[src/rtl/pic_pkg.sv]
// Shared definitions for the PIC in-service / INTA sequencer slice.
package pic_pkg;

    // Acknowledge sequencer states
    typedef enum logic [1:0] {
        ST_IDLE = 2'd0,
        ST_ACK1 = 2'd1,
        ST_ACK2 = 2'd2
    } pic_state_e;

    // Level reported in the vector when an INTA arrives with nothing requested
    localparam logic [2:0] SPURIOUS_LVL = 3'd7;

    typedef struct packed {
        logic       valid;
        logic [2:0] idx;
    } enc8_t;

    // 8->3 priority encoder: lowest-numbered set bit wins (IR0 highest)
    function automatic enc8_t lowest_set8(input logic [7:0] v);
        enc8_t r;
        r.valid = |v;
        r.idx   = 3'd0;
        for (int i = 7; i >= 0; i--)
            if (v[i]) r.idx = 3'(i);
        return r;
    endfunction

endpackage

[src/rtl/pic_isr_reg.sv]
// In-Service Register storage with EOI / AEOI clear and acknowledge set.
// Clears are evaluated against the current ISR; the set is applied last so
// a set and a clear on the same bit leave the bit set.
module pic_isr_reg
    import pic_pkg::*;
(
    input  logic       clk,
    input  logic       reset_n,
    input  logic       set_en,
    input  logic [2:0] set_lvl,
    input  logic       eoi,
    input  logic       eoi_specific,
    input  logic [2:0] eoi_level,
    input  logic       aeoi_clr,
    input  logic [2:0] aeoi_lvl,
    output logic [7:0] isr,
    output logic       hp_valid,
    output logic [2:0] hp_lvl
);

    enc8_t      hp;
    logic [7:0] clr_vec;
    logic [7:0] set_vec;
    logic [7:0] isr_d;

    // Highest-priority in-service level and the next ISR value
    always_comb begin
        hp      = lowest_set8(isr);
        clr_vec = 8'h00;
        if (eoi) begin
            if (eoi_specific)
                clr_vec = clr_vec | (8'h01 << eoi_level);
            else if (hp.valid)
                clr_vec = clr_vec | (8'h01 << hp.idx);
        end
        if (aeoi_clr)
            clr_vec = clr_vec | (8'h01 << aeoi_lvl);
        set_vec = set_en ? (8'h01 << set_lvl) : 8'h00;
        isr_d   = (isr & ~clr_vec) | set_vec;
    end

    assign hp_valid = hp.valid;
    assign hp_lvl   = hp.idx;

    // ISR storage
    always_ff @(posedge clk or negedge reset_n) begin
        if (!reset_n) isr <= 8'h00;
        else          isr <= isr_d;
    end

endmodule

[src/rtl/pic_inservice_ctrl.sv]
// INT request generation and two-pulse INTA sequencer. The first INTA
// moves the resolved level into service; the second drives the vector.
module pic_inservice_ctrl
    import pic_pkg::*;
#(
    parameter int VEC_W = 5
) (
    input  logic             clk,
    input  logic             reset_n,
    input  logic [2:0]       resolved_level,
    input  logic             resolved_valid,
    input  logic             inta,
    input  logic             eoi,
    input  logic             eoi_specific,
    input  logic [2:0]       eoi_level,
    input  logic             aeoi,
    input  logic [VEC_W-1:0] vec_base,
    output logic             int_req,
    output logic [7:0]       isr,
    output logic [7:0]       irr_clear,
    output logic [7:0]       data_out,
    output logic             data_oe
);

    pic_state_e state, state_nx;
    logic [2:0] lvl_q;
    logic       spur_q;
    logic       hp_valid;
    logic [2:0] hp_lvl;
    logic       req_cond, first_ack, real_ack;
    logic       int_req_d, data_oe_d, aeoi_clr;
    logic [7:0] irr_clear_d, data_out_d;

    // Request only if nothing in service or the new level outranks it
    assign req_cond  = resolved_valid && (!hp_valid || (resolved_level < hp_lvl));
    assign first_ack = (state == ST_IDLE) && inta;
    assign real_ack  = first_ack && int_req;

    pic_isr_reg u_isr (
        .clk          (clk),
        .reset_n      (reset_n),
        .set_en       (real_ack),
        .set_lvl      (resolved_level),
        .eoi          (eoi),
        .eoi_specific (eoi_specific),
        .eoi_level    (eoi_level),
        .aeoi_clr     (aeoi_clr),
        .aeoi_lvl     (lvl_q),
        .isr          (isr),
        .hp_valid     (hp_valid),
        .hp_lvl       (hp_lvl)
    );

    // State register plus the level captured at the first INTA
    always_ff @(posedge clk or negedge reset_n) begin
        if (!reset_n) begin
            state  <= ST_IDLE;
            lvl_q  <= 3'd0;
            spur_q <= 1'b0;
        end else begin
            state <= state_nx;
            if (first_ack) begin
                lvl_q  <= int_req ? resolved_level : SPURIOUS_LVL;
                spur_q <= !int_req;
            end
        end
    end

    // Next state: INTA advances IDLE->ACK1->ACK2; ACK2 always returns
    always_comb begin
        state_nx = state;
        case (state)
            ST_IDLE: if (inta) state_nx = ST_ACK1;
            ST_ACK1: if (inta) state_nx = ST_ACK2;
            ST_ACK2: state_nx = ST_IDLE;
            default: state_nx = ST_IDLE;
        endcase
    end

    // Next values of the registered outputs
    always_comb begin
        int_req_d   = (state_nx == ST_IDLE) && req_cond;
        irr_clear_d = real_ack ? (8'h01 << resolved_level) : 8'h00;
        data_oe_d   = (state == ST_ACK1) && inta;
        data_out_d  = data_oe_d ? 8'({vec_base, lvl_q}) : data_out;
        aeoi_clr    = data_oe_d && aeoi && !spur_q;
    end

    // Output registers
    always_ff @(posedge clk or negedge reset_n) begin
        if (!reset_n) begin
            int_req   <= 1'b0;
            irr_clear <= 8'h00;
            data_out  <= 8'h00;
            data_oe   <= 1'b0;
        end else begin
            int_req   <= int_req_d;
            irr_clear <= irr_clear_d;
            data_out  <= data_out_d;
            data_oe   <= data_oe_d;
        end
    end

endmodule

[config.mk]
export PLATFORM = sky130hd
export DESIGN_NAME = pic_inservice_ctrl
export DESIGN_NICKNAME = d
export VERILOG_FILES = /design/src/rtl/pic_pkg.sv /design/src/rtl/pic_isr_reg.sv /design/src/rtl/pic_inservice_ctrl.sv
export SDC_FILE = /design/constraint.sdc
export NUM_CORES = 1
export LEC_CHECK = 0
export BUFFER_PORTS_ARGS = -buffer_cell sky130_fd_sc_hd__buf_2
export CAP_MARGIN = 40
export CORE_UTILIZATION = 49
export CTS_CLUSTER_SIZE = 28
export DETAILED_ROUTE_END_ITERATION = 16
export PLACE_DENSITY = 0.84
export SETUP_SLACK_MARGIN = 0.5
export SKIP_LAST_GASP = 1
export SLEW_MARGIN = 20
export SYNTH_ARGS = -nofsm -noshare
export SYNTH_HDL_FRONTEND = slang
export SYNTH_SLANG_ARGS = --single-unit
[constraint.sdc]
create_clock -name clk -period 2.1 [get_ports clk]
set_input_delay 0.105 -clock clk [delete_from_list [all_inputs] [get_ports clk]]
set_output_delay 0.105 -clock clk [all_outputs]
set_load 0.02 [all_outputs]
==> flow_summary.ini, run 1 <==
[timing]
fin_setup_tns_ps = 0
fin_crit_sh_pct = 83.9
tightest_slew_ps = 703
rsz0062_at_grt = yes
hold_viol_final = 0
skew_ps = 17.8
timing.slew.headroom_pct = 53.1
slew_viol_final = 0
finalSetupViolations = 0
period_minus_slack_ps = 1760
worst_hold_slack_ps = 61.8
max_freq_mhz = 568

[run_status]
status = finished clean

[power_and_ir_drop]
p_comb_share_pct = 41.7
p_int_w = 0.00147
switchingPower_w = 0.00101
peakVddDrop_mv = 0.620
p_leak_nw = 0.996
swShare_pct = 40.7
clockPowerShare_pct = 18.6
seq_power_share_pct = 39.7
power_density_mw_per_mm2 = 1250

[clock_tree]
cts_tree = yes
ctsHtreeMaxLevel = 2
clk_transition_reported_paths_ps = 110
cts_made_buffers = 5
insertion_delay_ps = 340
clockRootBuffer = clkbuf_4
cts_buffer_depth = 2
clock_sinks = 32

[floorplanning]
die_y_um = 57.7
start_util_pct = 53.2
fp.dieW_um = 57.7
fp.dieArea_mm2 = 0.00333
std_cell_rows = 19
core_area_mm2 = 0.00285
num_io_pins = 44

[logic_synthesis]
ys_seq_elements = 32
synth_area_leaders = dfrtp_1 (53%), nand2_1 (8.2%), nor2_1 (3.7%)
synthArstFlopShare_pct = 100
synth-main-ff-cell = dfrtp_1
syn_inst = 154
yosysSeqAreaShare_pct = 52.7
synth_cell_types = 45
synthesis.area_mm2 = 0.00152
ys.warnings.count = 0
netlist.area_leader.share_pct = 52.7
synth_area_leader_cell = dfrtp_1
synth_edf_count = 0
syn_avg_cell_area_um2 = 9.86
syn-num-nets = 174

[setup_path]
crit_path_max_incr_delay_ps = 450
critPathBufInv = 0
crit_family = compound AO/OA/AOI/OAI gates
start_kind = flip-flop
path_class = reg -> reg
crit_path_end_kind = flip-flop
critPathRequiredTime_ps = 2350
critPathMaxFanout = 2
crit_arrival_ps = 2010
crit_chain = nor2_4 -> o21ai_1 -> a211o_1 -> ha_4 -> o21a_1 -> a311o_1 -> a31oi_1
cpMaxStageDelayCell = dfrtp_2

[placement]
dp_cells = 226
hpwl_um = 2650
io_buffers = 43
place.gp.congestion = 1.03
placed_cell_area_mm2 = 0.00177

[grt]
grt_max_degree = 33
overflow = 0
grt_usage_pct = 25.8
antenna_found_initial = 0
grt_pass1_vias = 1356
grt_first_pass_wirelength_um = 6360

[cells_and_area]
stdcell_count = 245
final_nets = 233
final_core_util_pct = 69.6
post_route_cells_drive_above_1_share_pct = 33.6
syn_to_final_growth_pct = 30.8
postLayoutCellArea_mm2 = 0.00199
filler_cell_count = 217
num_antenna_cells = 0

[routing]
drt-initial-drc-count = 157
ant_nets = 0
dr_total_vias = 1464
wirelength_um = 3990
firstDrtPassIters = 9
wl_per_cell_um = 16.3
vias_per_cell = 5.98
drc = 0

[flow_run]
maxCapViolations = 0

[min_path]
min_path_type = in -> reg
==> kinds of logic (layout without fill, tap and decap cells) <==
kind of cell | Yosys count | in the layout | synth area share (%)
AO/OA/AOI/OAI | 31 | 31 | 15.6
AND/OR/NAND/NOR | 76 | 76 | 25.5
adder cells (fa/ha/maj) | 2 | 2 | 1.65
flip-flops | 32 | 32 | 52.7
buffers and inverters | 11 | 71 | 3.29
XOR/XNOR | 1 | 1 | 0.577
multiplexers | 1 | 1 | 0.659
==> final timing paths <==
| path | start | end | slack (ps) | depth (start not counted) |
|---|---|---|---|---|
| setup / recovery | u_isr.isr[5] | int_req | 340 | 7 |
| hold / removal | resolved_level[0] | irr_clear[4] | 60 | 2 |
| setup reg to reg | u_isr.isr[5] | int_req | 340 | 7 |
| hold reg to reg | data_out[0] | data_out[0] | 480 | 2 |
| max in group asynchronous | reset_n | u_isr.isr[3] | 1270 | 2 |
| min in group asynchronous | reset_n | u_isr.isr[6] | 340 | 2 |
==> final cells by class <==
type                    count  area [um2]  share of cell area (%)
repair buffers             55         320                    16.1
flip-flops and latches     32         806                    40.6
inverters                   8        32.5                    1.64
clock buffers               6        41.3                    2.08
clock inverters             2        35.0                    1.76
multi-input cells         111         713                    35.9
well taps                  31        38.8                    1.95
==> through the flow <==
stage	total power (W)	worst slack, ps
2_1_floorplan	0.00158	316
3_3_place_gp	0.00184	336
3_5_place_dp	0.00188	258
4_1_cts	0.00242	338
5_1_grt	0.00262	307
6_report	0.00248	339
==> placed cells by master, fill, tap and decap left out, types with 2 or more instances in the layout <==
master | netlist | layout
a211o_1 | 2 | 2
a31o_2 | 2 | 2
a31oi_1 | 3 | 3
buf_2 | 1 | 43
buf_4 | 0 | 6
clkbuf_4 | 0 | 5
dfrtp_1 | 32 | 28
dfrtp_2 | 0 | 4
dlygate4sd3_1 | 0 | 6
inv_1 | 8 | 7
nand2_1 | 33 | 33
nand2b_1 | 4 | 4
nand3_1 | 3 | 2
nand3b_1 | 3 | 3
nand4_1 | 2 | 2
nor2_1 | 15 | 14
nor2b_1 | 4 | 4
nor3_1 | 3 | 3
nor4bb_1 | 2 | 2
o21a_1 | 2 | 2
o21ai_0 | 3 | 2
o21ai_1 | 1 | 2
o221ai_1 | 2 | 2
o22ai_1 | 2 | 2
==> state kept, by name (all words and copies together) (netlist names) <==
name	count
int_req	1
irr_clear	8
data_out	8
data_oe	1
lvl_q	3
state	2
spur_q	1
u_isr.isr	8
==> cell usage after synthesis, types with 3 or more instances <==
master     n
o21ai_0    3
nand3b_1   3
nand2b_1   4
nor3_1     3
inv_1      8
nand2_1   33
nor2_1    15
nand3_1    3
nor2b_1    4
dfrtp_1   32
a31oi_1    3
==> power groups by stage <==
stage                     registers (W)  logic [W]  clock network, W
final                          0.000984    0.00103          0.000462
after global routing            0.00100    0.00113          0.000491
after CTS                      0.000972   0.000977          0.000470
after detailed placement       0.000992   0.000884                 0
after global placement         0.000981   0.000862                 0
after floorplan                 0.00113   0.000456                 0
==> metal layers <==
metal,global-route usage (%),up-vias,routed length [um]
met1,33.2,674,1560
met5,0,-,0
met2,40.7,94,1880
met4,8.84,0,163
li1,-,670,-
met3,9.38,26,393
==> timing repair <==
action / CTS / global route
pin swaps: 3 / 1
resized for setup: 5 / 4
setup buffers: 3 / 2
hold endpoints to repair: 37 / 0
setup endpoints to repair: 5 / 5
hold buffers: 6 / 0
(Power assumes the default switching activity.)
==> run 2: changes to the inputs <==
ABC_AREA = 1   (was default)
CORE_UTILIZATION = 47   (was 49)
PLACE_DENSITY = 0.83   (was 0.84)
clock period = 1.4 ns   (was 2.1 ns; I/O delays follow)
==> flow_summary.ini, run 2 <==
[run_status]
status = complete, but fails checks
violations = negative setup slack

[cells_and_area]
filler_cell_count = 185
stdcell_count = 345
mostFrequentLayoutCells = nand2_1 (41), buf_6 (40), inv_1 (27)
top_regs = data_out (8), irr_clear (8), u_isr.isr (8)
final_common_cell = nand2_1
syn_to_final_growth_pct = 65.4
final_nets = 318
post_route_cells_drive_above_1_share_pct = 50.8
seq_area_um2 = 811
num_antenna_cells = 0
multi_input_area_um2 = 871

[logic_synthesis]
synth-main-ff-cell = dfrtp_1
ys.warnings.count = 0
syn_inst = 209
synthesis.area_mm2 = 0.00165
synth_edf_count = 0
synth_area_leaders = dfrtp_1 (49%), nand2_1 (13%), inv_1 (8.2%)
yosysSeqAreaShare_pct = 48.7
syn_avg_cell_area_um2 = 7.87
yosys-top-cells-count = nand2_1 (56), inv_1 (36), dfrtp_1 (32)
syn-num-nets = 229
synth_cell_types = 27
synthArstFlopShare_pct = 100
ys_seq_elements = 32
yosysMostFrequentCell = nand2_1
synth_area_leader_cell = dfrtp_1
netlist.area_leader.share_pct = 48.7

[routing]
drc = 0
ant_nets = 0
drt-initial-drc-count = 139
wirelength_um = 5770
wl_per_cell_um = 16.7
vias_per_cell = 5.35
firstDrtPassIters = 4
dr_total_vias = 1846

[grt]
grt_pass1_vias = 1703
grt_usage_pct = 29.6
grt_first_pass_wirelength_um = 7640
grt_max_degree = 33
overflow = 0
antenna_found_initial = 0

[placement]
dp_cells = 310
place.gp.congestion = 0.819
io_buffers = 43
hpwl_um = 2930

[power_and_ir_drop]
power_density_mw_per_mm2 = 1520
peakVddDrop_mv = 0.744
p_leak_nw = 1.38

[floorplanning]
fp.dieArea_mm2 = 0.00374
std_cell_rows = 21
die_y_um = 61.2
start_util_pct = 49.3
fp.dieW_um = 61.2
num_io_pins = 44
core_area_mm2 = 0.00334

[clock_tree]
cts_tree = yes
insertion_delay_ps = 350
cts_made_buffers = 5
cts_buffer_depth = 2
clockRootBuffer = clkbuf_4
clock_sinks = 32
ctsHtreeMaxLevel = 2
clk_transition_reported_paths_ps = 100

[timing]
finalSetupViolations = 7
skew_ps = 12.5
setup_slack_ps = -201
max_freq_mhz = 624
rsz0062_at_grt = yes
worst_hold_slack_ps = 86.4
fin_crit_sh_pct = 114
period_minus_slack_ps = 1600
tightest_slew_ps = 441
hold_viol_final = 0
timing.slew.headroom_pct = 70.6
slew_viol_final = 0

[setup_path]
critPathMaxFanout = 4
r2r_cells = 11
critPathRequiredTime_ps = 1670
crit_path_start = u_isr.isr[6]
crit_arrival_ps = 1870
reg2reg_from = u_isr.isr[6]
crit_path_end_kind = flip-flop
path_class = reg -> reg
worstReg2RegEnd = int_req
crit_end = int_req
r2r_slack_ps = -200
start_kind = flip-flop

[flow_run]
maxCapViolations = 0

[min_path]
min_path_type = in -> reg
-- run 2: logic make-up after synthesis --
| logic type | after synthesis | share of synthesized area [%] |
|---|---|---|
| AND/OR/NAND/NOR | 102 | 28.8 |
| flip-flops | 32 | 48.7 |
| AO/OA/AOI/OAI | 30 | 10.9 |
| adder cells (fa/ha/maj) | 2 | 1.52 |
| buffers and inverters | 43 | 10.1 |
-- run 2: power breakdown --
group          internal, W  switching, W
logic              0.00105       0.00119
clock network     0.000195      0.000333
registers          0.00115      0.000218
total              0.00240       0.00174
-- run 2: worst min-delay path by stage --
stage | startpoint | to | cells after the start
detailed placement | reset_n | state[0] | 1
global placement | reset_n | state[0] | 1
global route | inta | state[1] | 3
floorplan | reset_n | data_oe | 0
CTS | inta | state[1] | 3
finish | inta | state[1] | 3
-- run 2: area by class of cell --
class	instances	share of cell area (%)
well taps	46	2.11
flip-flops and latches	32	29.8
clock buffers	7	1.66
multi-input cells	134	32.0
clock inverters	1	0.184
repair buffers	84	28.2
inverters	41	6.02
-- run 2: layer usage --
| layer | part of all wire, % | GRT usage [%] | vias up | routed length (um) |
|---|---|---|---|---|
| met5 | 0 | 0 | - | 0 |
| met4 | 3.9 | 23.4 | 0 | 226 |
| met3 | 7.4 | 6.72 | 25 | 429 |
| met2 | 52 | 47.7 | 123 | 2990 |
| met1 | 37 | 33.9 | 867 | 2130 |
| li1 | - | - | 831 | - |
-- run 2: worst max-delay path, cell delays in order, from the launching register on --
cell and delay (ps):
dfrtp_2 430, inv_2 70, nand2_2 90, nand3_2 110, a21boi_2 180, inv_1 60
ha_1 270, nand2_1 60, inv_1 30, nand2_1 50, nand2_1 40, a21oi_1 130
-- run 2: repair_timing --
action	in CTS	in global routing
setup buffers	10	8
cloned	1	0
endpoints found under the setup margin	56	65
resized for setup	74	42
hold buffers	8	0
hold endpoints to repair	39	0
pin swaps	10	14
-- run 2: stage by stage --
| step | utilization (%) | setup WS (ps) | power (W) | setup TNS (ps) | area, um2 |
|---|---|---|---|---|---|
| floorplan | - | -95.1 | 0.00219 | -95.1 | 1700 |
| global placement | 61.8 | 8.14 | 0.00265 | 0 | 2060 |
| detailed placement | 61.8 | -130 | 0.00271 | -130 | 2060 |
| CTS | 75.5 | -48.7 | 0.00370 | -69.9 | 2520 |
| global route | 81.6 | -269 | 0.00435 | -1420 | 2720 |
| finish | 81.6 | -201 | 0.00413 | -957 | 2720 |
